<file path="src/rtl/mux41_4_arb_pkg.sv">
// mux41_4_arb_pkg: shared types and constants for the mux41_4 round-robin arbiter.
//   state_e       - arbiter FSM states
//   NumCh, DataW  - channel count and data word width
//   BurstMaxLimit - upper bound accepted for the BURST_MAX parameter
package mux41_4_arb_pkg;

  localparam int unsigned NumCh         = 4;
  localparam int unsigned DataW         = 4;
  localparam int unsigned BurstMaxLimit = 16;

  typedef enum logic [0:0] {
    StIdle,
    StXfer
  } state_e;

endpackage

</file>
<file path="src/rtl/mux41_4.sv">
// mux41_4: 4:1 multiplexer of 4-bit words.
//   w0..w3 : data words
//   sel    : word select
//   y      : selected word (combinational)
module mux41_4 (
  input  logic [3:0] w0,
  input  logic [3:0] w1,
  input  logic [3:0] w2,
  input  logic [3:0] w3,
  input  logic [1:0] sel,
  output logic [3:0] y
);

  always_comb begin
    y = w0;
    unique case (sel)
      2'd0: y = w0;
      2'd1: y = w1;
      2'd2: y = w2;
      2'd3: y = w3;
      default: y = w0;
    endcase
  end

endmodule

</file>
<file path="src/rtl/mux41_4_arb_rr_pick4.sv">
// rr_pick4: combinational 4-way round-robin picker.
//   req : request vector
//   ptr : highest-priority channel
//   gnt : one-hot winner, zero when no request
//   idx : encoded winner (meaningful only when gnt != 0)
module rr_pick4
  import mux41_4_arb_pkg::*;
(
  input  logic [3:0] req,
  input  logic [1:0] ptr,
  output logic [3:0] gnt,
  output logic [1:0] idx
);

  logic       found;
  logic [1:0] cand;

  // Scan ptr, ptr+1, ptr+2, ptr+3 with natural 2-bit wrap.
  always_comb begin
    found = 1'b0;
    idx   = ptr;
    cand  = ptr;
    for (int i = 0; i < int'(NumCh); i++) begin
      cand = ptr + 2'(i);
      if (!found && req[cand]) begin
        found = 1'b1;
        idx   = cand;
      end
    end
    gnt = found ? (4'b0001 << idx) : 4'b0000;
  end

endmodule

</file>
<file path="src/rtl/mux41_4_arb.sv">
// mux41_4_arb: round-robin arbiter sharing one mux41_4 among four requesters.
//   clk, rst_n   : clock, asynchronous active-low reset
//   req, lock    : per-channel request / burst-continue hint
//   w0..w3       : channel data words
//   out_ready    : consumer accepts y this cycle
//   gnt, sel     : one-hot grant and encoded mux select
//   ack          : one-cycle pulse on the channel whose word was loaded into y
//   y, y_valid   : registered output word and its valid flag
//   busy         : FSM is transferring
// Build option: define MUX41_4_ARB_BURST_EN to let a locked channel keep its grant
// for up to BURST_MAX beats; otherwise lock is ignored and each grant is one beat.
module mux41_4_arb
  import mux41_4_arb_pkg::*;
#(
  parameter int unsigned BURST_MAX = 4
) (
  input  logic       clk,
  input  logic       rst_n,
  input  logic [3:0] req,
  input  logic [3:0] lock,
  input  logic [3:0] w0,
  input  logic [3:0] w1,
  input  logic [3:0] w2,
  input  logic [3:0] w3,
  input  logic       out_ready,
  output logic [3:0] gnt,
  output logic [1:0] sel,
  output logic [3:0] ack,
  output logic [3:0] y,
  output logic       y_valid,
  output logic       busy
);

  state_e     state_q, state_d;
  logic [1:0] ptr_q, ptr_d;
  logic [3:0] gnt_q, gnt_d;
  logic [1:0] sel_q, sel_d;
  logic [3:0] ack_q, ack_d;
  logic [3:0] y_q, y_d;
  logic       y_valid_q, y_valid_d;

  logic [3:0] pick_gnt;
  logic [1:0] pick_idx;
  logic [3:0] mux_y;
  logic       load;
  logic       last_beat;

  rr_pick4 u_pick (
    .req (req),
    .ptr (ptr_q),
    .gnt (pick_gnt),
    .idx (pick_idx)
  );

  mux41_4 u_mux (
    .w0  (w0),
    .w1  (w1),
    .w2  (w2),
    .w3  (w3),
    .sel (sel_q),
    .y   (mux_y)
  );

  // The output register is free if empty or being drained this cycle.
  assign load = (state_q == StXfer) && (!y_valid_q || out_ready);

`ifdef MUX41_4_ARB_BURST_EN
  localparam int unsigned BeatW = $clog2(BurstMaxLimit + 1);

  logic [BeatW-1:0] beat_q, beat_d;

  // beat_q counts beats already delivered under the current grant.
  always_comb begin
    beat_d    = beat_q;
    last_beat = 1'b1;
    if (state_q == StIdle) begin
      beat_d = '0;
    end else if (load && lock[sel_q] && ((32'(beat_q) + 32'd1) < BURST_MAX)) begin
      last_beat = 1'b0;
      beat_d    = beat_q + BeatW'(1);
    end
  end

  always_ff @(posedge clk or negedge rst_n) begin
    if (!rst_n) begin
      beat_q <= '0;
    end else begin
      beat_q <= beat_d;
    end
  end
`else
  logic [4:0] unused_cfg;

  assign last_beat  = 1'b1;
  assign unused_cfg = {^lock, 4'(BURST_MAX)};
`endif

  always_comb begin
    state_d   = state_q;
    ptr_d     = ptr_q;
    gnt_d     = gnt_q;
    sel_d     = sel_q;
    ack_d     = '0;
    y_d       = y_q;
    y_valid_d = y_valid_q;

    // Consume; a same-cycle load below overrides this.
    if (y_valid_q && out_ready) begin
      y_valid_d = 1'b0;
    end

    unique case (state_q)
      StIdle: begin
        if (|req) begin
          gnt_d   = pick_gnt;
          sel_d   = pick_idx;
          state_d = StXfer;
        end
      end
      StXfer: begin
        if (load) begin
          y_d       = mux_y;
          y_valid_d = 1'b1;
          ack_d     = gnt_q;
          if (last_beat) begin
            ptr_d   = sel_q + 2'd1;
            gnt_d   = '0;
            state_d = StIdle;
          end
        end
      end
      default: state_d = StIdle;
    endcase
  end

  always_ff @(posedge clk or negedge rst_n) begin
    if (!rst_n) begin
      state_q   <= StIdle;
      ptr_q     <= '0;
      gnt_q     <= '0;
      sel_q     <= '0;
      ack_q     <= '0;
      y_q       <= '0;
      y_valid_q <= 1'b0;
    end else begin
      state_q   <= state_d;
      ptr_q     <= ptr_d;
      gnt_q     <= gnt_d;
      sel_q     <= sel_d;
      ack_q     <= ack_d;
      y_q       <= y_d;
      y_valid_q <= y_valid_d;
    end
  end

  assign gnt     = gnt_q;
  assign sel     = sel_q;
  assign ack     = ack_q;
  assign y       = y_q;
  assign y_valid = y_valid_q;
  assign busy    = (state_q == StXfer);

endmodule

</file>
<file path="config.mk">
export PLATFORM = sky130hd
export DESIGN_NAME = mux41_4_arb
export DESIGN_NICKNAME = d
export VERILOG_FILES = /design/src/rtl/mux41_4_arb_pkg.sv /design/src/rtl/mux41_4.sv /design/src/rtl/mux41_4_arb_rr_pick4.sv /design/src/rtl/mux41_4_arb.sv
export SDC_FILE = /design/constraint.sdc
export NUM_CORES = 1
export LEC_CHECK = 0
export ABC_CLOCK_PERIOD_IN_PS = 1950
export BUFFER_PORTS_ARGS = -buffer_cell sky130_fd_sc_hd__buf_2
export CAP_MARGIN = 10
export CORE_UTILIZATION = 45
export DETAILED_ROUTE_END_ITERATION = 8
export PLACE_DENSITY = 0.74
export RECOVER_POWER = 25
export SYNTH_ARGS = -nofsm -noshare
export SYNTH_HDL_FRONTEND = slang
export SYNTH_SLANG_ARGS = --single-unit
</file>
<file path="constraint.sdc">
create_clock -name clk -period 1.95 [get_ports clk]
set_clock_uncertainty 0.2 [all_clocks]
set_input_delay 0.39 -clock clk [delete_from_list [all_inputs] [get_ports clk]]
set_output_delay 0.39 -clock clk [all_outputs]
set_load 0.1 [all_outputs]
</file>
==> results of run 1 <==
-- layer usage --
metal  up-vias  part of all wire
met1       416              0.43
met5         -                 0
li1        406                 -
met2        22              0.52
met4         0            0.0071
met3         2             0.042
-- metrics by stage --
stage | cells | utilization | area (sq um) | hold slack, ns | worst slack [ns]
floorplan | 87 | - | 912.1 | -0.1056 | 0.04605
global placement | 149 | 0.6285 | 1132 | 0.1285 | 0.2735
detailed placement | 149 | 0.6285 | 1132 | 0.1396 | 0.2612
CTS | 154 | 0.6542 | 1179 | 0.1906 | 0.1532
global route | 154 | 0.6535 | 1177 | 0.1844 | 0.1155
finish | 154 | 0.6535 | 1177 | 0.1934 | 0.1605
-- flip-flops by register name, summed over array words and instances (netlist names) --
name,count
y_valid,1
ptr_q,2
gnt,4
ack,4
sel,2
y,4
busy,1
-- synth_stat cells --
library cell	instances
buf_1	1
inv_1	3
nor4_4	1
and2_1	1
ha_1	4
and3_4	1
or2b_2	1
a2bb2oi_1	1
and3_1	4
a211oi_2	2
o221ai_1	1
nand2b_1	1
nor2b_1	3
a32o_1	2
nor2_2	1
or2_2	1
buf_2	1
a21oi_1	8
or3_1	1
o221a_2	1
nor2_1	4
dfrtp_1	18
nand3b_1	1
nand2_1	12
a222oi_1	4
nand4b_1	1
o21ai_0	8
-- cells by family after synthesis --
logic type	Yosys count
and+or+nand+nor	33
AOI/OAI and AO/OA	27
DFF	18
buffers and inverters	5
adders and majority gates	4
-- cells in the final DEF, fill, tap and decap left out, drive strengths merged, types with 3 or more instances in the layout --
master,instances
and3,5
o21ai,8
nor2,5
buf,38
a21oi,8
nand2,12
nor2b,3
clkbuf,5
inv,3
dfrtp,18
a222oi,4
ha,4
-- area by class of cell --
class | instances | share of cell area
flip-flops and latches | 18 | 0.3868
multi-input cells | 64 | 0.3709
inverters | 3 | 0.009564
well taps | 25 | 0.02657
clock buffers | 4 | 0.03082
repair buffers | 40 | 0.1753
-- worst max path at each step --
stage,to,slack [ns],depth (start not counted)
2_1_floorplan,y[0],0.05,6
3_3_place_gp,gnt[1],0.27,5
3_5_place_dp,gnt[1],0.26,5
4_1_cts,busy,0.15,1
5_1_grt,y_valid,0.12,2
6_report,busy,0.16,1
==> results.md, run 1 <==
- Final slew viol count: 0
- FF-to-FF setup slack: 0.23 ns
- CP peak stage delay: 0.46 ns
- Largest area contributor in the netlist: dfrtp_1
- CTS Hold Buffers Added: 1
- Initial antenna violation count: 0
- Grt met3 use: 0.03462
- Status: finished clean
- GRT met1 Usage: 0.2512
- Clock buffer depth: 2
- Worst Hold Depth: 3
- Sequential cell area fraction in the yosys report: 0.4966
- Final wirelength: 1.981 mm
- GRT Overall Usage: 0.1836
- GRT met2 Usage: 0.2806
- Xor and xnor area share after synthesis: 0
- Post-Syn Area: 907.1 sq um
- Top-area cell type share of the netlist area: 0.4966
- Syn Nets: 118
- Routed len/inst: 12.86 um
- Global placer's final weighted congestion: 0.7233
- CTS buffer count: 3
- Initial core utilization: 0.5035
- Data arrival, critical path: 1.20 ns
- RSZ-0062 raised after global routing: no
- Avg Cell Area, Syn: 10.43 sq um
- Hold endpoint: y[0]
- Vias: 846
- H-tree levels: 1
- CP Capture Type: primary output
- Largest family of logic cells by synthesized area: compound AO/OA/AOI/OAI gates
- Row count: 15
- CP top delay family: flip-flops
- Mux contribution to synthesized area: 0
- Via density: 5.494
- I/O pins: 43
- CTS root buffer: clkbuf_4
- CTS tree: done
- Hold Violations, Final: 0
- Setup Buffers After CTS: 0
- Path depth of the worst reg2reg path: 5
- Die Area: 2199 sq um
- Mapped Cells: 87
- Core region area: 1802 sq um
- Fin crit share: 0.9177
- Fraction of layout cells with a size suffix above 1: 0.4186
- Vias in the first global route: 634
- Crit path from: busy
- Die Y: 46.90 um
- Post-synthesis cell type count: 27
- Initial DRC count: 30
- # clock sinks: 18
- Initial DRT Pass Iterations: 5
- Critical R2R Capture: y[2]
- Worst r2r src: sel[0]
- Max-cap violations: 0
- Worst slew pin tran: 0.9549 ns
- Post-DP HPWL: 1.520 mm
- Die W: 46.90 um
- Synth Area in Compound Gates: 0.2138
- CP Class: reg2out
- I/O Buffers: 38
- # nets final: 161
- Multi-input logic area: 436.7 sq um
- Simple-Gate Fraction of Synth Area: 0.2124
- Tmin final: 1.789 ns
- GR peak layer: met2
- Number of remaining DRC errors: 0
- Global-route wire length before repair: 2.801 mm
- Antenna violation net count after detailed routing: 0
- Top cells by area, synth: dfrtp_1 50%, ha_1 5.5%, nand2_1 5.0%
- Largest net degree at the start of global routing: 19
- Post-synthesis register bit count: 18
- Slowest cell on crit path: dfrtp_2
- CP Launch Type: flop
- Number of diodes: 0
- Final global-route overflow total: 0
- Final TNS setup: 0 ns
- Worst Path Required: 1.36 ns
- Yosys warnings: 0
- Post-synthesis adder-cell area fraction: 0.05517
- Hold path startpoint: w0[0]
- Clock Latency Late Sink: 0.29 ns
- Hold Path Class: in2reg
- Clock transition at path regs: 0.10 ns
- Fmax: 558.8 MHz
- Worst path cell trace: buf_2
- Layout area overhead: 29.79%
- Max-slew headroom: 0.3634
- Filler cell count: 159
- CP bufs+invs: 1
- FF/Latch Area: 455.4 sq um
- CTS resizes: 0
- Final Setup Violations: 0
- Crit path max fanout: 10
Power of run 1 is left out: the tool's default activity adds up to more than one toggle a clock period on the data nets, which glitch-free logic cannot reach.
==> run 2: changes to the inputs <==
--- a/config.mk
+++ b/config.mk
@@ -8,10 +8,11 @@
 export ABC_CLOCK_PERIOD_IN_PS = 1950
 export BUFFER_PORTS_ARGS = -buffer_cell sky130_fd_sc_hd__buf_2
 export CAP_MARGIN = 10
-export CORE_UTILIZATION = 45
+export CORE_UTILIZATION = 47
 export DETAILED_ROUTE_END_ITERATION = 8
 export PLACE_DENSITY = 0.74
 export RECOVER_POWER = 25
 export SYNTH_ARGS = -nofsm -noshare
 export SYNTH_HDL_FRONTEND = slang
+export SYNTH_HIERARCHICAL = 1
 export SYNTH_SLANG_ARGS = --single-unit
==> run 2 against run 1 <==
Die area rose by 13%. Synthesized cell count rose by 4.6%. Worst hold slack improved by 0.0030 ns. Critical path type unchanged. Global-route usage rose by 1.3 points. Critical path depth did not move. Routed wire length rose by 5.0%. Via count rose by 2.4%. Highest routed layer unchanged. Non-clock buffer count did not move. Design area rose by 10%. Final cell count did not move.
==> results.md, run 2 <==
- Status: finished clean
- # clock sinks: 18 (unchanged)
- Top cells by area, synth: dfrtp_1 42%, mux4_1 9.8%, buf_6 4.2%
- Initial DRC count: 12 (-60%)
- Async SR Flop Fraction: 1.000 (unchanged)
- Tmin final: 1.843 ns (+0.05319 ns)
- Vias: 866 (+2.4%)
- Syn Nets: 118 (unchanged)
- Mapped Cells: 91 (+4.6%)
- Number of diodes: 0 (unchanged)
- Number of cells after detailed placement: 149 (unchanged)
- Count leader, synth: dfrtp_1
- CP peak stage delay: 0.49 ns (+0.03 ns)
- RSZ-0062 raised after global routing: no
- Commonest cells post-synth: 18 x dfrtp_1, 6 x nor2_1, 5 x a21oi_1
- Final slew viol count: 0 (unchanged)
- GRT met1 Usage: 0.2317 (-0.01951)
- Layout area overhead: 20.32%
- Number of synthesized flops with an enable pin: 0 (unchanged)
- Fraction of layout cells with a size suffix above 1: 0.4724 (+0.05384)
- Filler cell count: 186 (+17%)
- Yosys warnings: 6 (+6)
- GRT met2 Usage: 0.3401 (+0.05953)
- Routed len/inst: 13.51 um (+5.0%)
- CTS root buffer: clkbuf_4
- # nets final: 155 (-3.7%)
- CP Launch Type: flop
- Max-cap violations: 0 (unchanged)
- CP top delay family: flip-flops
- Antenna violation net count after detailed routing: 0 (unchanged)
- Worst path cell trace: buf_2
- Initial antenna violation count: 0 (unchanged)
- Static Leakage: 0.6561 nW
- Final TNS setup: 0 ns (unchanged)
- Largest area contributor in the netlist: dfrtp_1
- Pwr Density: 1789 nW/um^2
- Row count: 16 (+1)
- Sequential cell area fraction in the yosys report: 0.4181 (-0.07843)
- Top-area cell type share of the netlist area: 0.4181 (-0.07843)
- Fin crit share: 0.9450 (+0.02727)
- I/O pins: 43 (unchanged)
- Global placer's final weighted congestion: 0.7521 (+4.0%)
- Fmax: 542.7 MHz (-2.9%)
- Clock transition at path regs: 0.10 ns (about the same)
- Data arrival, critical path: 1.25 ns (+0.05 ns)
- Final global-route overflow total: 0 (unchanged)
- Highest ir drop seen on vdd: 1697 uV
- Avg Cell Area, Syn: 11.84 sq um (+14%)
- Largest net degree at the start of global routing: 19 (unchanged)
- CP Class: reg2out
- Hold Violations, Final: 0 (unchanged)
- GR peak layer: met2
- Post-synthesis register bit count: 18 (unchanged)
- H-tree levels: 1 (unchanged)
- Worst slew pin tran: 0.9507 ns (-0.004168 ns)
- Clock buffer depth: 2 (unchanged)
- Die Y: 49.88 um (+6.4%)
- Worst Path Required: 1.36 ns (about the same)
- Most frequent cells in the layout: 37 x buf_2, 14 x dfrtp_1, 6 x nor2_1
- Initial DRT Pass Iterations: 4 (-1)
- CTS resizes: 0 (unchanged)
- Post-DP HPWL: 1.539 mm (+1.2%)
- CP bufs+invs: 1 (unchanged)
- Final wirelength: 2.081 mm (+5.0%)
- CTS buffer count: 3 (unchanged)
- Die Area: 2488 sq um (+13%)
- Die W: 49.88 um (+6.4%)
- Core region area: 2062 sq um (+14%)
- Setup Buffers After CTS: 0 (unchanged)
- CTS tree: done
- Clock Latency Late Sink: 0.30 ns (about the same)
- Global-route wire length before repair: 3.594 mm (+28%)
- Max-slew headroom: 0.3662 (+0.002779)
- Post-Syn Area: 1077 sq um (+19%)
- Via density: 5.623 (+2.4%)
- Vias in the first global route: 792 (+25%)
- CP Capture Type: primary output
- Post-synthesis cell type count: 35 (+30%)
- Grt met3 use: 0.06481 (+0.03020)
- I/O Buffers: 38 (unchanged)
- Non-Filler Instances: 154 (unchanged)
- Commonest non-fill, non-tap cell in the layout: buf_2
- Top FF cell, synth: dfrtp_1
- GRT Overall Usage: 0.1961 (+0.01251)
- Crit path max fanout: 14 (+4)
- Hold Path Class: in2reg
- Number of remaining DRC errors: 0 (unchanged)
- Initial core utilization: 0.5225 (+0.01898)
- CTS Hold Buffers Added: 1 (unchanged)
- Final Setup Violations: 0 (unchanged)
- Slowest cell on crit path: dfrtp_2
-- run 2: cell count changes in the layout (fill, tap and decap cells not counted), moves of 3 or more --
| cell | previous run | this run |
|---|---|---|
| mux2_2 | 0 | 4 |
| a222oi_1 | 4 | 0 |
| o21ai_0 | 8 | 2 |
| mux4_1 | 0 | 4 |
| nor3b_1 | 0 | 4 |
| nand2_1 | 12 | 4 |
| ha_1 | 4 | 0 |
| a31o_2 | 0 | 4 |
| a21oi_1 | 8 | 5 |
-- run 2: cell type report --
| type | instances | area, sq um | share of cell area |
|---|---|---|---|
| multi-input combinational | 63 | 556.8 | 0.4295 |
| timing repair buffer | 40 | 206.4 | 0.1593 |
| sequential | 18 | 455.4 | 0.3514 |
| tap | 27 | 33.78 | 0.02606 |
| inverter | 2 | 7.507 | 0.005792 |
| clock buffer | 4 | 36.28 | 0.02799 |
-- run 2: path summary, 6_finish.rpt --
check / start / to / slack [ns] / cells past startpoint
max: busy / busy / 0.11 / 1
min: out_ready / y_valid / 0.20 / 3
max reg2reg: ptr_q[1] / gnt[2] / 0.25 / 5
min reg2reg: y[2] / y[2] / 0.31 / 1
max in group asynchronous: rst_n / sel[1] / 0.36 / 2
min in group asynchronous: rst_n / ack[2] / 0.54 / 2
-- run 2: through the flow --
stage | util | power (W) | instance area, sq um | setup WS [ns] | hold WS (ns)
after floorplan | - | 0.001906 | 1082 | 0.02501 | -0.1056
after global routing | 0.6286 | 0.002427 | 1296 | 0.05885 | 0.2043
after detailed placement | 0.6068 | 0.002107 | 1251 | 0.1623 | 0.1415
after CTS | 0.6292 | 0.002340 | 1297 | 0.09150 | 0.1878
final | 0.6286 | 0.002319 | 1296 | 0.1073 | 0.1964
after global placement | 0.6068 | 0.002074 | 1251 | 0.1732 | 0.1318
-- run 2: cells by family after synthesis --
| group | count (synthesis) | share of synthesized area |
|---|---|---|
| buffers and inverters | 10 | 0.06504 |
| XOR/XNOR | 1 | 0.008132 |
| AND/OR/NAND/NOR | 29 | 0.1800 |
| flip-flops | 18 | 0.4181 |
| multiplexers | 11 | 0.1765 |
| AO/OA/AOI/OAI | 22 | 0.1521 |
-- run 2: layer usage --
layer / vias up / share of wire
met1: 430 / 0.41
met3: 3 / 0.041
met2: 24 / 0.54
li1: 409 / -
met5: - / 0
met4: 0 / 0.0072
-- run 2: worst min-delay path, cell delays in order --
cell and delay, ns:
buf_2 0.08, nand2b_4 0.15, nand2_1 0.06
-- run 2: power by group --
part	total, W	internal (W)	switching (W)
logic	0.00141	0.000383	0.00102
registers	0.000687	0.000508	0.000179
clock network	0.000227	0.000114	0.000113
Power figures use the tool's default switching activity.
==> run 3: changes to the inputs <==
--- a/config.mk
+++ b/config.mk
@@ -5,12 +5,13 @@
 export SDC_FILE = /design/constraint.sdc
 export NUM_CORES = 1
 export LEC_CHECK = 0
+export ABC_AREA = 1
 export ABC_CLOCK_PERIOD_IN_PS = 1950
 export BUFFER_PORTS_ARGS = -buffer_cell sky130_fd_sc_hd__buf_2
 export CAP_MARGIN = 10
-export CORE_UTILIZATION = 47
+export CORE_UTILIZATION = 50
 export DETAILED_ROUTE_END_ITERATION = 8
-export PLACE_DENSITY = 0.74
+export PLACE_DENSITY = 0.75
 export RECOVER_POWER = 25
 export SYNTH_ARGS = -nofsm -noshare
 export SYNTH_HDL_FRONTEND = slang
==> run 3 against run 2 <==
Final cell count increased by 73%. Sequential share of layout area is 8.3 points lower. Critical path type is now reg2reg. Design area is 30% higher. Worst hold slack got worse by 0.021 ns. Count of clock-buffer cells in the layout did not move. Highest routed layer unchanged. Register-to-register slack worse by 0.16 ns. Sequential cell count unchanged. Global-route usage down 0.50 points. Synthesized cell count is 100% higher. Core utilization up 4.7 points.
==> results.md, run 3 <==
- CTS tree: done
- Most frequent cells in the layout: 66 x nand2_1, 35 x buf_2, 29 x nand3_1
- Status: finished clean
- Critical R2R Capture: gnt[2]
- Largest net degree at the start of global routing: 19 (unchanged)
- Hold Path Class: in2reg
- Post-synthesis register bit count: 18 (unchanged)
- Initial DRT Pass Iterations: 4 (unchanged)
- Routed len/inst: 11.02 um (-18%)
- # nets final: 264 (+70%)
- CP Class: reg2reg
- Initial antenna violation count: 0 (unchanged)
- Fin crit share: 0.9547 (+0.009770)
- Worst Path Required: 1.94 ns (+0.58 ns)
- Avg Cell Area, Syn: 7.230 sq um (-39%)
- Mux contribution to synthesized area: 0 (-0.1765)
- Number of diodes: 0 (unchanged)
- Final global-route overflow total: 0 (unchanged)
- Sequential cell area fraction in the yosys report: 0.3368 (-0.08136)
- Area after DPL: 1580 sq um (+26%)
- Die Area: 2886 sq um (+16%)
- GRT Overall Usage: 0.1910 (-0.005028)
- Final worst slack: 0.08828 ns (-0.01905 ns)
- Number of synthesized flops with an enable pin: 0 (unchanged)
- Initial DRC count: 37 (+25)
- Post-synthesis adder-cell area fraction: 0 (unchanged)
- CP Capture Type: flop
- Data arrival, critical path: 1.85 ns (+0.60 ns)
- FF-to-FF setup slack: 0.09 ns (-0.16 ns)
- # clock sinks: 18 (unchanged)
- Largest family of logic cells by synthesized area: simple AND/OR/NAND/NOR gates
- Global placer's final weighted congestion: 0.8775 (+17%)
- Max-slew headroom: 0.4059 (+0.03968)
- I/O pins: 43 (unchanged)
- Async SR Flop Fraction: 1.000 (unchanged)
- Commonest non-fill, non-tap cell in the layout: nand2_1
- Crit path from: ptr_q[0]
- Final wirelength: 2.931 mm (+41%)
- Final instance area: 1689 sq um (+30%)
- Xor and xnor area share after synthesis: 0.006548 (-0.001582)
- Hold Violations, Final: 0 (unchanged)
- Crit path max fanout: 5 (-9)
- Via density: 5.147 (-8.5%)
- Worst path cell trace: buf_4 -> nand2_1 -> nand2_4 -> o21ai_4 -> nand3_4 -> inv_2 -> nand2_1 -> nand2_1 -> nor2_1 -> nand3_1 -> nand2_1
- Vias: 1,369 (+58%)
- Tmin final: 1.862 ns (+0.01905 ns)
- Commonest cells post-synth: 65 x nand2_1, 30 x nand3_1, 18 x dfrtp_1
- Core region area: 2500 sq um (+21%)
- Clock Latency Late Sink: 0.29 ns (about the same)
- Syn Nets: 212 (+80%)
- Final hold slack: 0.1752 ns (-0.02121 ns)
- Post-Syn Area: 1338 sq um (+24%)
- Die Y: 53.72 um (+7.7%)
- Global-route wire length before repair: 4.153 mm (+16%)
- Mapped Cells: 185 (+100%)
- Worst slew pin tran: 0.8912 ns (-0.05951 ns)
- Fmax: 537.1 MHz (-1.0%)
- CP dominant cell by count: nand2_1
- Clock transition at path regs: 0.10 ns (about the same)
- Top FF cell, synth: dfrtp_1
- Largest area contributor in the netlist: dfrtp_1
- Worst Setup EP: gnt[2]
- Count leader, synth: nand2_1
- Fraction of layout cells with a size suffix above 1: 0.3983 (-0.07414)
- Max-cap violations: 0 (unchanged)
- H-tree levels: 1 (unchanged)
- Post-synthesis cell type count: 20 (-43%)
- Synth Area in Compound Gates: 0.02339 (-0.1288)
- Initial core utilization: 0.5350 (+0.01258)
- Layout area overhead: 26.29%
- Simple-Gate Fraction of Synth Area: 0.5341 (+0.3541)
- Slowest cell on crit path: dfrtp_2
- Die W: 53.72 um (+7.7%)
- Final slew viol count: 0 (unchanged)
- Post-place setup slack: 0.01704 ns (-0.1453 ns)
- CTS root buffer: clkbuf_4
- Antenna violation net count after detailed routing: 0 (unchanged)
- CP Launch Type: flop
- Vias in the first global route: 1,064 (+34%)
- Top cells by area, synth: dfrtp_1 34%, nand2_1 18%, nand3_1 11%
- CP peak stage delay: 0.46 ns (-0.03 ns)
- Worst r2r src: ptr_q[0]
- Post-DP HPWL: 2.171 mm (+41%)
- Yosys warnings: 6 (unchanged)
- Final Setup Violations: 0 (unchanged)
- CTS buffer count: 3 (unchanged)
- I/O Buffers: 38 (unchanged)
- Number of remaining DRC errors: 0 (unchanged)
- Row count: 18 (+2)
- Clock buffer depth: 2 (unchanged)
- Path depth of the worst reg2reg path: 11 (+6)
- Top-area cell type share of the netlist area: 0.3368 (-0.08136)
run 3: cell count changes in the layout (fill, tap and decap cells not counted), moves of 7 or more:
| cell | delta |
|---|---|
| buf_4 | +11 |
| inv_1 | +8 |
| nand2_1 | +62 |
| nand2_2 | +13 |
| nand3_1 | +29 |
| nand3_2 | +7 |
run 3: per-stage QoR:
stage	std cells	setup TNS, ns	utilization
after global placement	254	0	0.6321
final	266	0	0.6757
after global routing	266	-0.05332	0.6757
after floorplan	185	0	-
after detailed placement	254	0	0.6321
after CTS	259	0	0.6517
run 3: what timing repair did:
action | CTS | global route
gates resized for setup | 1 | 8
buffers inserted | 0 | 7
cloned | 0 | 0
endpoints found under the hold margin | 18 | 0
setup endpoints to repair | 1 | 5
pin swaps | 0 | 3
hold buffers | 1 | 0
run 3: cell type report:
class | instances | area, sq um
clock buffers | 4 | 36.28
flip-flops and latches | 18 | 452.9
multi-input cells | 144 | 752.0
fillers | 212 | 810.8
well taps | 30 | 37.54
inverters | 18 | 80.08
repair buffers | 52 | 330.3
run 3: how the worst min path moves through the flow:
stage              start  cells past startpoint  endpoint  slack (ns)
3_3_place_gp       rst_n                      1      busy        0.12
4_1_cts        out_ready                      4   y_valid        0.18
2_1_floorplan      rst_n                      0    ack[0]       -0.11
5_1_grt        out_ready                      4   y_valid        0.18
3_5_place_dp       rst_n                      1      busy        0.13
6_report       out_ready                      4   y_valid        0.18
run 3: cells by family (layout without fill, tap and decap cells):
| family | Yosys count | after routing |
|---|---|---|
| XOR/XNOR | 1 | 1 |
| flip-flops | 18 | 18 |
| AND/OR/NAND/NOR | 139 | 139 |
| AO/OA/AOI/OAI | 4 | 4 |
| buffers and inverters | 23 | 74 |
run 3: per-layer routing:
metal  track usage  routed length, um  vias to the layer above  share of wire
met1        0.2310               1256                      628           0.43
met3       0.01695                116                        4          0.040
met2        0.3601               1526                       41           0.52
met5             0                  0                        -              0
li1              -                  -                      696              -
met4       0.03947                 32                        0          0.011
run 3: worst max-delay path, delay by kind of cell (launching register included):
family / cells / cell delay [ns]
AND/OR/NAND/NOR: 8 / 0.66
buffers and inverters: 2 / 0.23
flip-flops: 1 / 0.46
AO/OA/AOI/OAI: 1 / 0.21
Power of run 3 is left out for the same reason.
